**src/rtl/bitrev_prng_ctrl_pkg.sv**
```systemverilog
// Shared definitions for the bit-reversal PRNG sequencer: state encodings,
// LFSR reset value and taps, and the LFSR step function.
package bitrev_prng_ctrl_pkg;

  localparam int         COUNT_W  = 8;
  localparam logic [3:0] LFSR_RST = 4'b0001;
  localparam int         TAP_A    = 3;
  localparam int         TAP_B    = 2;

  typedef enum logic [1:0] {
    ST_IDLE = 2'd0,
    ST_RUN  = 2'd1,
    ST_DONE = 2'd2
  } state_e;

  // Fibonacci LFSR for x^4+x^3+1; a nonzero state never reaches zero.
  function automatic logic [3:0] lfsr_next(input logic [3:0] s);
    return {s[2:0], s[TAP_A] ^ s[TAP_B]};
  endfunction

endpackage

```
**src/rtl/bitrev_prng_ctrl_if.sv**
```systemverilog
// Control request and random-word stream between the register block,
// the PRNG sequencer (slave) and the consumer side (master).
interface bitrev_prng_ctrl_if;
  import bitrev_prng_ctrl_pkg::*;

  logic               start;
  logic [3:0]         seed;
  logic [COUNT_W-1:0] count;
  logic               abort;
  logic [3:0]         out_data;
  logic               out_valid;
  logic               out_ready;
  logic               out_last;
  logic               busy;
  logic               done;
  logic               err_seed;

  modport slave (
    input  start, seed, count, abort, out_ready,
    output out_data, out_valid, out_last, busy, done, err_seed
  );

  modport master (
    output start, seed, count, abort, out_ready,
    input  out_data, out_valid, out_last, busy, done, err_seed
  );

endinterface

```
**src/rtl/bitrev_prng_ctrl_lut.sv**
```systemverilog
// 4-bit bit-reversal table used to scramble the LFSR state.
module bitrev_prng_ctrl_lut (
  input  logic [3:0] addr,
  output logic [3:0] data
);

  always_comb begin
    data = 4'b0000;
    case (addr)
      4'b0000: data = 4'b0000;
      4'b0001: data = 4'b1000;
      4'b0010: data = 4'b0100;
      4'b0011: data = 4'b1100;
      4'b0100: data = 4'b0010;
      4'b0101: data = 4'b1010;
      4'b0110: data = 4'b0110;
      4'b0111: data = 4'b1110;
      4'b1000: data = 4'b0001;
      4'b1001: data = 4'b1001;
      4'b1010: data = 4'b0101;
      4'b1011: data = 4'b1101;
      4'b1100: data = 4'b0011;
      4'b1101: data = 4'b1011;
      4'b1110: data = 4'b0111;
      4'b1111: data = 4'b1111;
      default: data = 4'b0000;
    endcase
  end

endmodule

```
**src/rtl/bitrev_prng_ctrl.sv**
```systemverilog
// PRNG sequencer: seeds a 4-bit LFSR on start, streams bit-reversed states
// on a valid/ready channel for a programmed word count, then pulses done.
module bitrev_prng_ctrl
  import bitrev_prng_ctrl_pkg::*;
(
  input logic                clk,
  input logic                rst,
  bitrev_prng_ctrl_if.slave  bus
);

  state_e             state_q, state_d;
  logic [3:0]         lfsr_q, lfsr_d;
  logic [COUNT_W-1:0] remaining_q, remaining_d;
  logic               out_valid_q, out_valid_d;
  logic               busy_q, busy_d;
  logic               done_q, done_d;
  logic               err_seed_q, err_seed_d;
  logic [3:0]         lut_data;
  logic               transfer;

  bitrev_prng_ctrl_lut u_lut (
    .addr (lfsr_q),
    .data (lut_data)
  );

  assign transfer = out_valid_q & bus.out_ready;

  always_comb begin
    state_d     = state_q;
    lfsr_d      = lfsr_q;
    remaining_d = remaining_q;
    out_valid_d = out_valid_q;
    busy_d      = busy_q;
    done_d      = 1'b0;
    err_seed_d  = 1'b0;

    case (state_q)
      ST_IDLE: begin
        if (bus.start) begin
          if (bus.seed == 4'd0) begin
            err_seed_d = 1'b1;
          end else begin
            lfsr_d = bus.seed;
            busy_d = 1'b1;
            if (bus.count == '0) begin
              state_d = ST_DONE;
              done_d  = 1'b1;
            end else begin
              remaining_d = bus.count;
              state_d     = ST_RUN;
              out_valid_d = 1'b1;
            end
          end
        end
      end

      // Abort beats a simultaneous transfer: that word is treated as undelivered.
      ST_RUN: begin
        if (bus.abort) begin
          state_d     = ST_IDLE;
          out_valid_d = 1'b0;
          busy_d      = 1'b0;
          remaining_d = '0;
        end else if (transfer) begin
          lfsr_d      = lfsr_next(lfsr_q);
          remaining_d = remaining_q - COUNT_W'(1);
          if (remaining_q == COUNT_W'(1)) begin
            state_d     = ST_DONE;
            out_valid_d = 1'b0;
            done_d      = 1'b1;
          end
        end
      end

      ST_DONE: begin
        state_d = ST_IDLE;
        busy_d  = 1'b0;
      end

      default: begin
        state_d     = ST_IDLE;
        out_valid_d = 1'b0;
        busy_d      = 1'b0;
      end
    endcase
  end

  always_ff @(posedge clk) begin
    if (rst) begin
      state_q     <= ST_IDLE;
      lfsr_q      <= LFSR_RST;
      remaining_q <= '0;
      out_valid_q <= 1'b0;
      busy_q      <= 1'b0;
      done_q      <= 1'b0;
      err_seed_q  <= 1'b0;
    end else begin
      state_q     <= state_d;
      lfsr_q      <= lfsr_d;
      remaining_q <= remaining_d;
      out_valid_q <= out_valid_d;
      busy_q      <= busy_d;
      done_q      <= done_d;
      err_seed_q  <= err_seed_d;
    end
  end

  assign bus.out_data  = out_valid_q ? lut_data : 4'd0;
  assign bus.out_valid = out_valid_q;
  assign bus.out_last  = out_valid_q & (remaining_q == COUNT_W'(1));
  assign bus.busy      = busy_q;
  assign bus.done      = done_q;
  assign bus.err_seed  = err_seed_q;

endmodule
```
**src/flat_wrapper.sv**
```systemverilog
// flat-port wrapper written by rule: the top's interface ports become plain ports
module bitrev_prng_ctrl_flat import bitrev_prng_ctrl_pkg::*;
  (clk, rst, bus_start, bus_seed, bus_count, bus_abort, bus_out_ready, bus_out_data, bus_out_valid, bus_out_last, bus_busy, bus_done, bus_err_seed);
  bitrev_prng_ctrl_if bus_i ();
  input logic clk;
  input logic rst;
  input wire logic [$bits(bus_i.start)-1:0] bus_start;
  input wire logic [$bits(bus_i.seed)-1:0] bus_seed;
  input wire logic [$bits(bus_i.count)-1:0] bus_count;
  input wire logic [$bits(bus_i.abort)-1:0] bus_abort;
  input wire logic [$bits(bus_i.out_ready)-1:0] bus_out_ready;
  output wire logic [$bits(bus_i.out_data)-1:0] bus_out_data;
  output wire logic [$bits(bus_i.out_valid)-1:0] bus_out_valid;
  output wire logic [$bits(bus_i.out_last)-1:0] bus_out_last;
  output wire logic [$bits(bus_i.busy)-1:0] bus_busy;
  output wire logic [$bits(bus_i.done)-1:0] bus_done;
  output wire logic [$bits(bus_i.err_seed)-1:0] bus_err_seed;
  assign bus_i.start = bus_start;
  assign bus_i.seed = bus_seed;
  assign bus_i.count = bus_count;
  assign bus_i.abort = bus_abort;
  assign bus_i.out_ready = bus_out_ready;
  assign bus_out_data = bus_i.out_data;
  assign bus_out_valid = bus_i.out_valid;
  assign bus_out_last = bus_i.out_last;
  assign bus_busy = bus_i.busy;
  assign bus_done = bus_i.done;
  assign bus_err_seed = bus_i.err_seed;
  bitrev_prng_ctrl u_core (.clk(clk), .rst(rst), .bus(bus_i));
endmodule
```
**config.mk**
```make
export PLATFORM = sky130hd
export DESIGN_NAME = bitrev_prng_ctrl_flat
export DESIGN_NICKNAME = d
export VERILOG_FILES = /design/src/rtl/bitrev_prng_ctrl_pkg.sv /design/src/rtl/bitrev_prng_ctrl_if.sv /design/src/rtl/bitrev_prng_ctrl_lut.sv /design/src/rtl/bitrev_prng_ctrl.sv /design/src/flat_wrapper.sv
export SDC_FILE = /design/constraint.sdc
export NUM_CORES = 1
export LEC_CHECK = 0
export ABC_CLOCK_PERIOD_IN_PS = 2000
export CORE_MARGIN = 2
export CORE_UTILIZATION = 25
export CTS_CLUSTER_SIZE = 25
export DETAILED_ROUTE_END_ITERATION = 10
export PLACE_DENSITY_LB_ADDON = 0.25
export RECOVER_POWER = 100
export SLEW_MARGIN = 10
export SYNTH_ARGS = -nofsm -noshare
export SYNTH_HDL_FRONTEND = slang
export SYNTH_SLANG_ARGS = --single-unit
export TNS_END_PERCENT = 100
```
**constraint.sdc**
```tcl
create_clock -name clk -period 2 [get_ports clk]
set_clock_uncertainty 0.05 [all_clocks]
set_input_delay 0.6 -clock clk [delete_from_list [all_inputs] [get_ports clk]]
set_output_delay 0.6 -clock clk [all_outputs]
set_load 0.005 [all_outputs]
```
==> flow_summary.yaml <==
yosys:
  syn_avg_cell_area_um2: 9.01
  synth-seq-area-share_pct: 35.7
  synth_edf_count: 0
  synth_cells: 137
  ys_ff_latch: 22
  synth_cell_types: 51
  ys_top_cells_by_area: "sky130_fd_sc_hd__dfxtp_1, sky130_fd_sc_hd__a211oi_1, sky130_fd_sc_hd__nor2_1"
  post-synth-top-area-fraction_pct: 35.7
  mappedNetlistArea_mm2: 0.00123
  synth-main-ff-cell: "sky130_fd_sc_hd__dfxtp_1"
  ys_warn_count: 0
  postSynthNetCount: 156
  asyncSetResetFlopFracSynth_pct: 0
  synth.largest_area_cell: "sky130_fd_sc_hd__dfxtp_1"
final_layout:
  fillerInstances: 493
  ratio_of_cells_with_drive_above_1_in_the_final_layout_pct: 34.0
  layout.cell_area.non_filler_mm2: 0.00194
  num-nets-final: 217
  layout-area-overhead-vs-synth_pct: 57.3
  total_inserted_antenna_cells: 0
  seq_area_um2: 447
  multi_input_area_um2: 782
die:
  die-area_mm2: 0.00552
  core_mm2: 0.00475
  io-pin-count: 26
  floorplan.die.height_um: 74.3
  rows: 25
  die_w_um: 74.3
  initial_core_util_pct: 26.0
critical_path:
  cp-end-kind: "output pin"
  r2r_setup_slack_ns: 0.29
  cell_by_cell_trace_of_the_critical_path: "inv_2 > ha_4 > nor4b_4 > buf_4 > and3_4 > buf_6"
  worst-endpoint-arrival_ns: 1.38
  critPathSlowestCell: "sky130_fd_sc_hd__dfxtp_2"
  crit_path_start_kind: "flop"
  critical_path.max_stage_delay_ns: 0.33
  worstPathRequired_ns: 1.35
  r2r.worst_path.cells: 8
  timing.critical_path.fanout_max: 2
  regToRegStartpoint: "u_core.remaining_q[0]"
  worst-setup-path-type: "reg -> out"
  worst_r2r_endpoint: "u_core.remaining_q[6]"
detailed_routing:
  wl_per_cell_um: 14.9
  detailedRoute.firstPassIterationCount: 4
  vias: 1314
  drt-vias-per-instance: 4.98
  detail_route.iter0.violations: 47
  drcViolationCount: 0
  finalWirelength_um: 3940
  ant_nets: 0
run:
  max_cap_violation_count: 0
global_route:
  antenna_found_initial: 0
  gr-usage-all-layers_pct: 15.0
  grt_first_pass_wirelength_um: 6240
  grt_max_degree: 14
  grt_pass1_vias: 1359
  global_route_total_overflow: 0
clock_tree:
  number_of_buffers_inserted_for_hold_repair_after_clock_tree_synthesis: 0
  htree_levels: 1
  clk_latency_ns: 0.26
  tritoncts: "done"
  maximum_root_to_sink_buffer_count: 2
  cts.sink_count: 22
  clkSlewWorstSetupHoldPaths_ns: 0.08
  clockRootBuffer: "sky130_fd_sc_hd__clkbuf_8"
  total_cts_buffers: 3
status:
  violations_in_the_final_reports: "negative setup slack"
  run_status: "complete, but fails checks"
placed_design:
  gpl.final_weighted_congestion: 0.790
  post-place-ws_ns: -0.420
  detailed_place.area_mm2: 0.00179
  placement.io_buffers: 25
  dpl.hpwl_um: 2910
sta:
  rsz0062_at_grt: "true"
  min_period_ns: 2.03
  final_critical_path_share_of_the_clock_period_pct: 101
  setup_violations: 1
  setup_total_negative_slack_ns: -0.0255
  postLayoutSetupSlackWorst_ns: -0.0255
  number_of_slew_limit_violations_in_the_final_report: 0
  hold_slack_ns: 0.440
  worst_slew_pin_slew_ns: 0.447
  maxClockFrequency_mhz: 494
  slew_headroom_pct: 70.1
  final_hold_violation_count: 0
pwr:
  max-vdd-ir-drop_uv: 354
  power_density_mw_per_mm2: 685
  power.static_leakage_nw: 0.837
min_path:
  holdCritStartpoint: "u_core.bus.busy"
  min_path_cells: 2
  timing.hold.worst.class: "reg -> reg"
  worst_hold_path.endpoint: "u_core.bus.busy"
-- cells in the final DEF, fill, tap and decap left out, types with 5 or more instances in the layout --
| master | count |
|---|---|
| sky130_fd_sc_hd__a211oi_1 | 8 |
| sky130_fd_sc_hd__a21oi_1 | 7 |
| sky130_fd_sc_hd__buf_4 | 33 |
| sky130_fd_sc_hd__clkdlybuf4s50_1 | 7 |
| sky130_fd_sc_hd__dfxtp_1 | 19 |
| sky130_fd_sc_hd__dlygate4sd2_1 | 8 |
| sky130_fd_sc_hd__dlymetal6s2s_1 | 5 |
| sky130_fd_sc_hd__inv_1 | 7 |
| sky130_fd_sc_hd__nand2_1 | 6 |
| sky130_fd_sc_hd__nor2_1 | 13 |
| sky130_fd_sc_hd__o21ai_0 | 5 |
-- layer usage --
metal  GRT usage, %  up-vias  routed length, um
li1               -      643                  -
met1           17.4      628               1760
met2           27.6       37               1960
met3           3.12        6                140
met4           4.96        0                 70
met5              0        -                  0
-- worst max-delay path, delay by kind of cell (launching register included) --
family | cells | cell delay [ns]
buffers and inverters | 3 | 0.30
and+or+nand+nor | 2 | 0.36
adders and majority gates | 1 | 0.12
DFF | 1 | 0.33
-- how the worst max path moves through the flow --
| stage | slack [ns] | start | depth (start not counted) | to |
|---|---|---|---|---|
| 5_1_grt | -0.09 | u_core.remaining_q[1] | 6 | bus_out_last |
| 3_5_place_dp | -0.42 | bus_count[4] | 5 | u_core.remaining_q[2] |
| 6_report | -0.03 | u_core.remaining_q[1] | 6 | bus_out_last |
| 4_1_cts | -0.05 | u_core.remaining_q[1] | 6 | bus_out_last |
| 2_1_floorplan | 0.13 | bus_count[4] | 4 | u_core.remaining_q[2] |
| 3_3_place_gp | -0.37 | bus_seed[1] | 4 | u_core.u_lut.data[2] |
-- stage by stage --
stage | instances | total power [mW] | util (%)
detailed placement | 256 | 0.900 | 37.6
finish | 264 | 1.33 | 40.9
global route | 264 | 1.40 | 40.9
global placement | 256 | 0.891 | 37.6
CTS | 262 | 1.35 | 41.2
floorplan | 137 | 0.705 | -
-- cells by family (layout without fill, tap and decap cells) --
group | Yosys count | in the layout | share of synthesized area, %
simple gates | 42 | 42 | 19.4
buf+inv | 14 | 74 | 4.66
mux | 5 | 5 | 4.15
flops | 22 | 22 | 35.7
compound gates | 51 | 51 | 33.4
fa+ha+maj | 2 | 2 | 2.03
xor+xnor | 1 | 1 | 0.709
-- cell type report --
type / count / area share (%)
Timing Repair Buffer: 62 / 27.2
Multi-Input combinational cell: 101 / 40.2
Inverter: 8 / 1.55
Sequential cell: 22 / 23.0
Clock buffer: 3 / 2.12
Tap cell: 67 / 4.31
Clock inverter: 1 / 1.55
-- state kept, by name, summed over array words and instances (netlist names) --
| signal | cells |
|---|---|
| u_core.remaining_q | 8 |
| u_core.lfsr_q | 4 |
| u_core.u_lut.data | 4 |
| u_core.state_q | 2 |
| u_core.bus.busy | 1 |
| u_core.bus.done | 1 |
| u_core.bus.err_seed | 1 |
| u_core.bus.out_valid | 1 |
-- cells in the mapped netlist, drive strengths merged (4+ instances only) --
cell type   n
clkbuf      4
a211oi      9
a31oi       4
inv         8
a21oi       8
mux2i       4
nor2       14
dfxtp      22
nand2       6
a32o        4
and2        5
o21ai       7
-- power by group --
group	switching [mW]	leakage [nW]	internal [mW]
combinational	0.194	0.619	0.210
clock	0.149	0.0357	0.267
sequential	0.0311	0.183	0.479
-- repair_timing --
action                                  in CTS  in global routing
pin swaps                                    7                  7
hold endpoints to repair                     0                  0
resized for setup                           33                  7
endpoints found under the setup margin      21                 14
gates cloned                                 0                  0
buffers inserted                             2                  2
Power figures use the tool's default switching activity.
